## config.mk

```make
export PLATFORM = sky130hd
export DESIGN_NAME = signed_pow2_div_sequencer_flat
export DESIGN_NICKNAME = d
export VERILOG_FILES = /design/src/rtl/signed_pow2_div_sequencer_pkg.sv /design/src/rtl/signed_pow2_div_sequencer_if.sv /design/src/rtl/signed_pow2_div_sequencer_shr1.sv /design/src/rtl/signed_pow2_div_sequencer.sv /design/src/flat_wrapper.sv
export SDC_FILE = /design/constraint.sdc
export NUM_CORES = 1
export LEC_CHECK = 0
export BUFFER_PORTS_ARGS = -buffer_cell sky130_fd_sc_hd__buf_2
export CAP_MARGIN = 20
export CORE_UTILIZATION = 45
export DETAILED_ROUTE_END_ITERATION = 8
export PLACE_DENSITY = 0.72
export SLEW_MARGIN = 15
export SYNTH_ARGS = -nofsm -noshare
export SYNTH_HDL_FRONTEND = slang
export SYNTH_SLANG_ARGS = --single-unit
```

## constraint.sdc

```tcl
create_clock -name clk -period 1.7 [get_ports clk]
set_clock_uncertainty 0.05 [all_clocks]
set_input_delay 0.255 -clock clk [delete_from_list [all_inputs] [get_ports clk]]
set_output_delay 0.255 -clock clk [all_outputs]
set_load 0.1 [all_outputs]
```

## src/rtl/signed_pow2_div_sequencer_pkg.sv

```systemverilog
// Shared types and helpers for signed_pow2_div_sequencer.
// Rounding mode is selected at build time by SIGNED_DIV_ROUND_TOWARD_ZERO_EN.
package signed_pow2_div_pkg;

  typedef enum logic [1:0] {IDLE, SHIFT, DONE} state_t;

  function automatic int min_shift_width(input int n);
    return $clog2(n) + 1;
  endfunction

  // 1: truncate toward zero (C-style), 0: floor (plain arithmetic shift)
`ifdef SIGNED_DIV_ROUND_TOWARD_ZERO_EN
  localparam bit ROUND_TOWARD_ZERO = 1'b1;
`else
  localparam bit ROUND_TOWARD_ZERO = 1'b0;
`endif

endpackage

```

## src/rtl/signed_pow2_div_sequencer_if.sv

```systemverilog
// Upstream request / downstream result handshake bundle for signed_pow2_div_sequencer.
interface signed_pow2_div_sequencer_if #(
  parameter int N  = 8,
  parameter int SW = 4
);
  import signed_pow2_div_pkg::*;

  logic          up_valid;
  logic          up_ready;
  logic [N-1:0]  up_data;
  logic [SW-1:0] up_shift;
  logic          down_valid;
  logic          down_ready;
  logic [N-1:0]  down_data;
  logic          busy;

  modport master (
    output up_valid, up_data, up_shift, down_ready,
    input  up_ready, down_valid, down_data, busy
  );

  modport slave (
    input  up_valid, up_data, up_shift, down_ready,
    output up_ready, down_valid, down_data, busy
  );

endinterface

```

## src/rtl/signed_pow2_div_sequencer_shr1.sv

```systemverilog
// Single-bit arithmetic right shift stage, reused once per SHIFT cycle.
module arith_shift_right_by_one_sticky
  import signed_pow2_div_pkg::*;
#(
  parameter int N = 8
) (
  input  logic [N-1:0] work,
  output logic [N-1:0] shifted,
  output logic         lsb
);

  assign shifted = {work[N-1], work[N-1:1]};
  assign lsb     = work[0];

endmodule

```

## src/rtl/signed_pow2_div_sequencer.sv

```systemverilog
// Sequential signed divide by 2^k using one reused 1-bit arithmetic shifter.
// Define SIGNED_DIV_ROUND_TOWARD_ZERO_EN for truncating (C-style) results instead of floor.
module signed_pow2_div_sequencer
  import signed_pow2_div_pkg::*;
#(
  parameter int N  = 8,
  parameter int SW = 4
) (
  input  logic                      clk,
  input  logic                      rst,
  signed_pow2_div_sequencer_if.slave bus
);

  state_t        state, state_next;
  logic [N-1:0]  work, work_next, shifted;
  logic [SW-1:0] cnt, cnt_next, keff;
  logic          lsb;

  arith_shift_right_by_one_sticky #(.N(N)) u_shr1 (
    .work    (work),
    .shifted (shifted),
    .lsb     (lsb)
  );

  // Shift amounts of N or more all give the same result, so clamp once at accept
  assign keff = (bus.up_shift > SW'(N)) ? SW'(N) : bus.up_shift;

`ifdef SIGNED_DIV_ROUND_TOWARD_ZERO_EN
  logic sticky, sticky_next, sign;
`else
  logic unused_lsb;
  assign unused_lsb = lsb;
`endif

  always_comb begin
    state_next = state;
    work_next  = work;
    cnt_next   = cnt;
`ifdef SIGNED_DIV_ROUND_TOWARD_ZERO_EN
    sticky_next = sticky;
`endif
    unique case (state)
      IDLE: begin
        if (bus.up_valid) begin
          work_next  = bus.up_data;
          cnt_next   = keff;
          state_next = (keff == '0) ? DONE : SHIFT;
`ifdef SIGNED_DIV_ROUND_TOWARD_ZERO_EN
          sticky_next = 1'b0;
`endif
        end
      end
      SHIFT: begin
        work_next = shifted;
        cnt_next  = cnt - SW'(1);
`ifdef SIGNED_DIV_ROUND_TOWARD_ZERO_EN
        sticky_next = sticky | lsb;
`endif
        if (cnt == SW'(1)) begin
          state_next = DONE;
`ifdef SIGNED_DIV_ROUND_TOWARD_ZERO_EN
          // Negative inexact results are pulled up one step toward zero
          if (sign && sticky_next)
            work_next = shifted + N'(1);
`endif
        end
      end
      DONE: begin
        if (bus.down_ready)
          state_next = IDLE;
      end
      default: state_next = IDLE;
    endcase
  end

  always_ff @(posedge clk) begin
    if (rst) begin
      state <= IDLE;
      work  <= '0;
      cnt   <= '0;
    end else begin
      state <= state_next;
      work  <= work_next;
      cnt   <= cnt_next;
    end
  end

`ifdef SIGNED_DIV_ROUND_TOWARD_ZERO_EN
  always_ff @(posedge clk) begin
    if (rst) begin
      sticky <= 1'b0;
      sign   <= 1'b0;
    end else begin
      sticky <= sticky_next;
      if (state == IDLE && bus.up_valid)
        sign <= bus.up_data[N-1];
    end
  end
`endif

  assign bus.up_ready   = (state == IDLE) && !rst;
  assign bus.down_valid = (state == DONE);
  assign bus.busy       = (state != IDLE);
  assign bus.down_data  = work;

endmodule
```

## src/flat_wrapper.sv

```systemverilog
// flat-port wrapper written by rule: the top's interface ports become plain ports
module signed_pow2_div_sequencer_flat import signed_pow2_div_pkg::*;
#(
  parameter int N  = 8,
  parameter int SW = 4
)
  (clk, rst, bus_up_valid, bus_up_data, bus_up_shift, bus_down_ready, bus_up_ready, bus_down_valid, bus_down_data, bus_busy);
  signed_pow2_div_sequencer_if #(.N(N), .SW(SW)) bus_i ();
  input  logic clk;
  input  logic rst;
  input wire logic [$bits(bus_i.up_valid)-1:0] bus_up_valid;
  input wire logic [$bits(bus_i.up_data)-1:0] bus_up_data;
  input wire logic [$bits(bus_i.up_shift)-1:0] bus_up_shift;
  input wire logic [$bits(bus_i.down_ready)-1:0] bus_down_ready;
  output wire logic [$bits(bus_i.up_ready)-1:0] bus_up_ready;
  output wire logic [$bits(bus_i.down_valid)-1:0] bus_down_valid;
  output wire logic [$bits(bus_i.down_data)-1:0] bus_down_data;
  output wire logic [$bits(bus_i.busy)-1:0] bus_busy;
  assign bus_i.up_valid = bus_up_valid;
  assign bus_i.up_data = bus_up_data;
  assign bus_i.up_shift = bus_up_shift;
  assign bus_i.down_ready = bus_down_ready;
  assign bus_up_ready = bus_i.up_ready;
  assign bus_down_valid = bus_i.down_valid;
  assign bus_down_data = bus_i.down_data;
  assign bus_busy = bus_i.busy;
  signed_pow2_div_sequencer #(.N(N), .SW(SW)) u_core (.clk(clk), .rst(rst), .bus(bus_i));
endmodule
```

==> qor.yml, run 1 <==
clock_tree:
  cts_setup_buffers: 0
  cts_tree: "done"
  cts_buffers: 3
  cts-root-buf: "clkbuf_4"
  htree_levels: 1
  hold_buffers: 0
  cts_max_path_buffers: 2
  cts.repair.resized: 0
  clk_pin_slew_ns: 0.09
  cts_sinks: 14
  insertion_delay_ns: 0.28
route:
  wl_mm: 1.63
  drt_iter0_drc: 14
  drt-wirelength-per-cell_um: 11.8
  drc: 0
  dr.pass1.iters: 3
  route.antenna.remaining_nets: 0
  viasPerCell: 5.09
  num_vias: 703
floorplan:
  io_pins: 27
  die_h_um: 45.5
  dieArea_sq_mm: 0.00207
  placementRows: 15
  coreArea_sq_mm: 0.00175
  initial_core_util_pct: 48.9
  die_x_um: 45.5
synth:
  ys_seq_elements: 14
  synth_top_family_by_area: "simple AND/OR/NAND/NOR gates"
  yosysTopAreaCellShare_pct: 32.8
  synthMuxAreaShare_pct: 9.38
  yosysUniqueCellTypes: 32
  avgSynthCellArea_sq_um: 9.70
  synth-xor-area-share_pct: 0
  syn-num-nets: 106
  netlist_top_cells_area: "dfxtp_1, a211oi_2, mux2i_1, nor2_1, buf_6"
  synth-simple-area-share_pct: 22.3
  synth_warnings: 0
  synth_compound_area_share_pct: 21.8
  synthCells: 88
  synthAdderAreaFrac_pct: 2.93
  synth_seq_area_share_pct: 32.8
  syn_area_sq_um: 853
  synth_largest_area_cell: "dfxtp_1"
grt:
  grt-ovfl-total: 0
  grt_pass1_vias: 618
  grt_pass1_wl_mm: 2.62
  grt_start_max_net_pins: 20
  grtUsageTotal_pct: 17.8
  antenna_found_initial: 0
final_layout:
  nNetsFinal: 132
  final_cell_mix: "buf_2, dfxtp_1, nor2_1, mux2i_1, a211oi_2"
  fin_area_sq_mm: 0.00106
  area_growth_syn_to_layout_pct: 24.8
  n_antenna_cell: 0
  layout_commonest_cell: "buf_2"
  final_layout_size_suffix_gt1_share_pct: 46.9
worst_setup_path:
  end_kind: "output port"
  critPathArrivalTime_ns: 1.32
  start_kind: "register"
  worstPathMaxFanout: 11
  required_ns: 1.39
  worstSetupPathType: "reg -> out"
power_and_ir_drop:
  power_leakage_nw: 0.481
  powerDensity_mw_per_mm2: 1080
  peakVddDrop_mv: 0.661
  total_power_mw: 1.15
sta:
  fin_crit_sh_pct: 95.5
  period_minus_slack_ns: 1.62
  finalHoldViolations: 0
  fmax_mhz: 616
  tightest_slew_ns: 0.484
  report.final.slew_viol_count: 0
  setup_violations: 0
  maxSlewHeadroom_pct: 67.9
  rsz0062_at_grt: "false"
worst_hold_path:
  min_path_type: "in -> reg"
status:
  status: "finished clean"
placed_design:
  numPortBuffers: 26
  dp_hpwl_mm: 1.21
  dpl-instance-area_sq_mm: 0.00103
  globalplace.congestion: 0.780
flow_run:
  cap_viol_max_count: 0
-- area by class of cell --
class                   instances  area, sq um
multi-input cells              64          497
well taps                      25         31.3
fillers                       158          681
repair buffers                 28          203
flip-flops and latches         14          283
inverters                       3         15.0
clock buffers                   4         36.3
-- where the power goes --
group | switching [mW] | internal [mW]
clock | 0.112 | 0.130
sequential | 0.0388 | 0.367
combinational | 0.340 | 0.157
-- synthesized netlist by cell type (all sizes together) --
| library cell | number |
|---|---|
| dfxtp | 14 |
| nor2 | 13 |
| mux2i | 8 |
| a211oi | 7 |
| buf | 7 |
| o21ai | 6 |
| nand2 | 5 |
| a21oi | 4 |
| inv | 3 |
| nor3b | 3 |
| ha | 2 |
| nand2b | 2 |
| nor2b | 2 |
| nor3 | 2 |
| a2bb2oi | 1 |
| a32o | 1 |
| and2 | 1 |
| and2b | 1 |
| and3b | 1 |
| nand3 | 1 |
| nand3b | 1 |
| nor4 | 1 |
| o21ba | 1 |
| o221a | 1 |
-- worst max-delay path: stages (launching register included) --
cell	delay, ns
dfxtp_2	0.41
nor2_4	0.15
clkinvlp_4	0.15
nor2_4	0.15
buf_12	0.18
-- layer usage --
layer  share of wire, %  GRT usage [%]
met1                 44           20.9
met2                 50           31.1
met3                4.4           3.57
met4               0.86           7.27
met5                  0              0
-- metrics by stage --
stage | worst slack (ns) | utilization [%] | std cells | hold WS, ns | setup TNS (ns)
6_report | 0.0769 | 61.0 | 138 | 0.190 | 0
5_1_grt | 0.0103 | 61.0 | 138 | 0.205 | 0
4_1_cts | 0.00417 | 60.9 | 138 | 0.177 | 0
3_5_place_dp | 0.337 | 58.9 | 134 | 0.414 | 0
3_3_place_gp | 0.376 | 58.9 | 134 | 0.405 | 0
2_1_floorplan | -0.286 | - | 88 | 0.268 | -0.286
-- sequential cells by signal, indices dropped and copies added (netlist names) --
signal                count
u_core.state              2
u_core.bus.down_data      8
u_core.cnt                4
-- worst paths after layout --
check                             to                     from  cells past startpoint  slack (ns)
min          u_core.bus.down_data[7]           bus_up_data[7]                      3        0.19
max                     bus_up_ready          u_core.state[0]                      4        0.08
max reg2reg            u_core.cnt[3]          u_core.state[0]                      4        0.43
min reg2reg  u_core.bus.down_data[7]  u_core.bus.down_data[7]                      2        0.43
-- logic make-up (layout without fill, tap and decap cells) --
family                     count (synthesis)  after routing
buffers and inverters                     10             35
DFF                                       14             14
AOI/OAI and AO/OA                         21             21
adders and majority gates                  2              2
muxes                                      8              8
and+or+nand+nor                           33             33
Power figures use the tool's default switching activity.
==> run 2: changes to the inputs <==
- SETUP_SLACK_MARGIN: default -> 0.5
==> qor.yml, run 2 (synthesized netlist as in run 1, its figures left out) <==
status:
  status: "finished clean"  # unchanged
floorplan:
  initial_core_util_pct: 48.9  # unchanged
  io_pins: 27  # unchanged
  coreArea_sq_mm: 0.00175  # unchanged
  die_h_um: 45.5  # unchanged
  dieArea_sq_mm: 0.00207  # unchanged
  placementRows: 15  # unchanged
  die_x_um: 45.5  # unchanged
worst_setup_path:
  cp_top_family: "buffers and inverters"  # was flip-flops
  end_kind: "output port"  # unchanged
  path_buf_inv: 3  # was 2
  worstPathMaxFanout: 2  # was 11
  required_ns: 1.39  # about the same
  critPathArrivalTime_ns: 1.21  # was 1.32 ns
  start_kind: "register"  # unchanged
  worstSetupPathType: "reg -> out"  # unchanged
  path_cells: "nor2_4, clkinvlp_4, buf_6, buf_12"  # was nor2_4, clkinvlp_4, nor2_4, buf_12
  slowest_stage: "dfxtp_4"  # was dfxtp_2
  slowest_delay_ns: 0.36  # was 0.41 ns
grt:
  grt_pass1_wl_mm: 3.02  # was 2.62 mm
  grt_start_max_net_pins: 16  # was 20
  grt-ovfl-total: 0  # unchanged
  grtUsageTotal_pct: 21.7  # was 17.8%
  antenna_found_initial: 0  # unchanged
  grt_pass1_vias: 652  # was 618
final_layout:
  final_layout_size_suffix_gt1_share_pct: 66.7  # was 46.9%
  final_cell_mix: "buf_2, dfxtp_2, nor2_1, mux2i_1"  # was buf_2, dfxtp_1, nor2_1, mux2i_1, a211oi_2
  layout_commonest_cell: "buf_2"  # unchanged
  largest_register_ffs: 8  # unchanged
  area_growth_syn_to_layout_pct: 55.9  # was 24.8%
  n_antenna_cell: 0  # unchanged
  nNetsFinal: 142  # was 132
  fillers: 119  # was 158
  utilization_pct: 76.2  # was 61.0%
clock_tree:
  clk_pin_slew_ns: 0.10  # was 0.09 ns
  cts-root-buf: "clkbuf_4"  # unchanged
  hold_buffers: 0  # unchanged
  insertion_delay_ns: 0.29  # was 0.28 ns
  htree_levels: 1  # unchanged
  cts_tree: "done"  # unchanged
  cts_max_path_buffers: 2  # unchanged
  cts_buffers: 3  # unchanged
  cts_sinks: 14  # unchanged
power_and_ir_drop:
  powerDensity_mw_per_mm2: 993  # was 1080 mW/mm^2
  peakVddDrop_mv: 0.656  # was 0.661 mV
  power_leakage_nw: 0.569  # was 0.481 nW
placed_design:
  post-place-ws_ns: 0.271  # was 0.337 ns
  globalplace.congestion: 0.839  # was 0.780
  numPortBuffers: 26  # unchanged
  dp_hpwl_mm: 1.21  # about the same
flow_run:
  cap_viol_max_count: 0  # unchanged
sta:
  finalHoldViolations: 0  # unchanged
  maxSlewHeadroom_pct: 80.3  # was 67.9%
  rsz0062_at_grt: "true"  # was false
  report.final.slew_viol_count: 0  # unchanged
  fin_crit_sh_pct: 89.0  # was 95.5%
  setup_ws_ns: 0.188  # was 0.0769 ns
  period_minus_slack_ns: 1.51  # was 1.62 ns
  setup_violations: 0  # unchanged
  fmax_mhz: 661  # was 616 MHz
  tightest_slew_ns: 0.293  # was 0.484 ns
route:
  viasPerCell: 5.34  # was 5.09
  route.antenna.remaining_nets: 0  # unchanged
  drt-wirelength-per-cell_um: 15.5  # was 11.8 um
  num_vias: 790  # was 703
  drc: 0  # unchanged
  drt_iter0_drc: 12  # was 14
  dr.pass1.iters: 4  # was 3
  wl_mm: 2.29  # was 1.63 mm
worst_hold_path:
  min_path_type: "in -> reg"  # unchanged
## run 2: tightest hold or removal path, stage by stage
cell	delay, ns
buf_2	0.10
nand3_1	0.08
a21oi_1	0.06
## run 2: what timing repair did
action | in CTS | in global routing
cloned | 0 | 2
pin swaps | 4 | 6
setup endpoints to repair | 24 | 23
hold endpoints to repair | 0 | 0
resized for setup | 29 | 23
buffers inserted | 3 | 5
## run 2: per-stage QoR
stage	total power, mW	hold WS, ns	cells	cell area [sq um]	TNS (ns)
final	1.32	0.178	148	1330	0
after global routing	1.37	0.176	148	1330	0
after CTS	1.22	0.185	141	1180	0
after detailed placement	0.908	0.403	134	1030	0
after global placement	0.899	0.398	134	1030	0
after floorplan	0.836	0.262	88	886	-0.286
## run 2: power by group
group | internal [mW] | switching (mW)
Sequential | 0.372 | 0.0454
Clock | 0.131 | 0.123
Combinational | 0.266 | 0.383
## run 2: final cells by class
| type | count | area (sq um) | share of cell area, % |
|---|---|---|---|
| multi-input cells | 65 | 558 | 42.0 |
| flip-flops and latches | 14 | 300 | 22.6 |
| well taps | 25 | 31.3 | 2.35 |
| inverters | 3 | 15.0 | 1.13 |
| clock buffers | 4 | 36.3 | 2.73 |
| repair buffers | 37 | 389 | 29.3 |
## run 2: worst paths after layout
check | startpoint | to | slack (ns) | cells past startpoint
max | u_core.state[1] | bus_busy | 0.19 | 4
min | bus_up_data[7] | u_core.bus.down_data[7] | 0.18 | 3
min reg2reg | u_core.bus.down_data[7] | u_core.bus.down_data[7] | 0.43 | 2
max reg2reg | u_core.state[0] | u_core.bus.down_data[3] | 0.38 | 5
## run 2: per-layer routing
metal  wire [um]  GRT usage [%]  vias up
met5           0              0        -
met4          59           14.5        0
met2        1250           35.7       32
li1            -              -      381
met1         892           25.2      371
met3          89           3.97        6
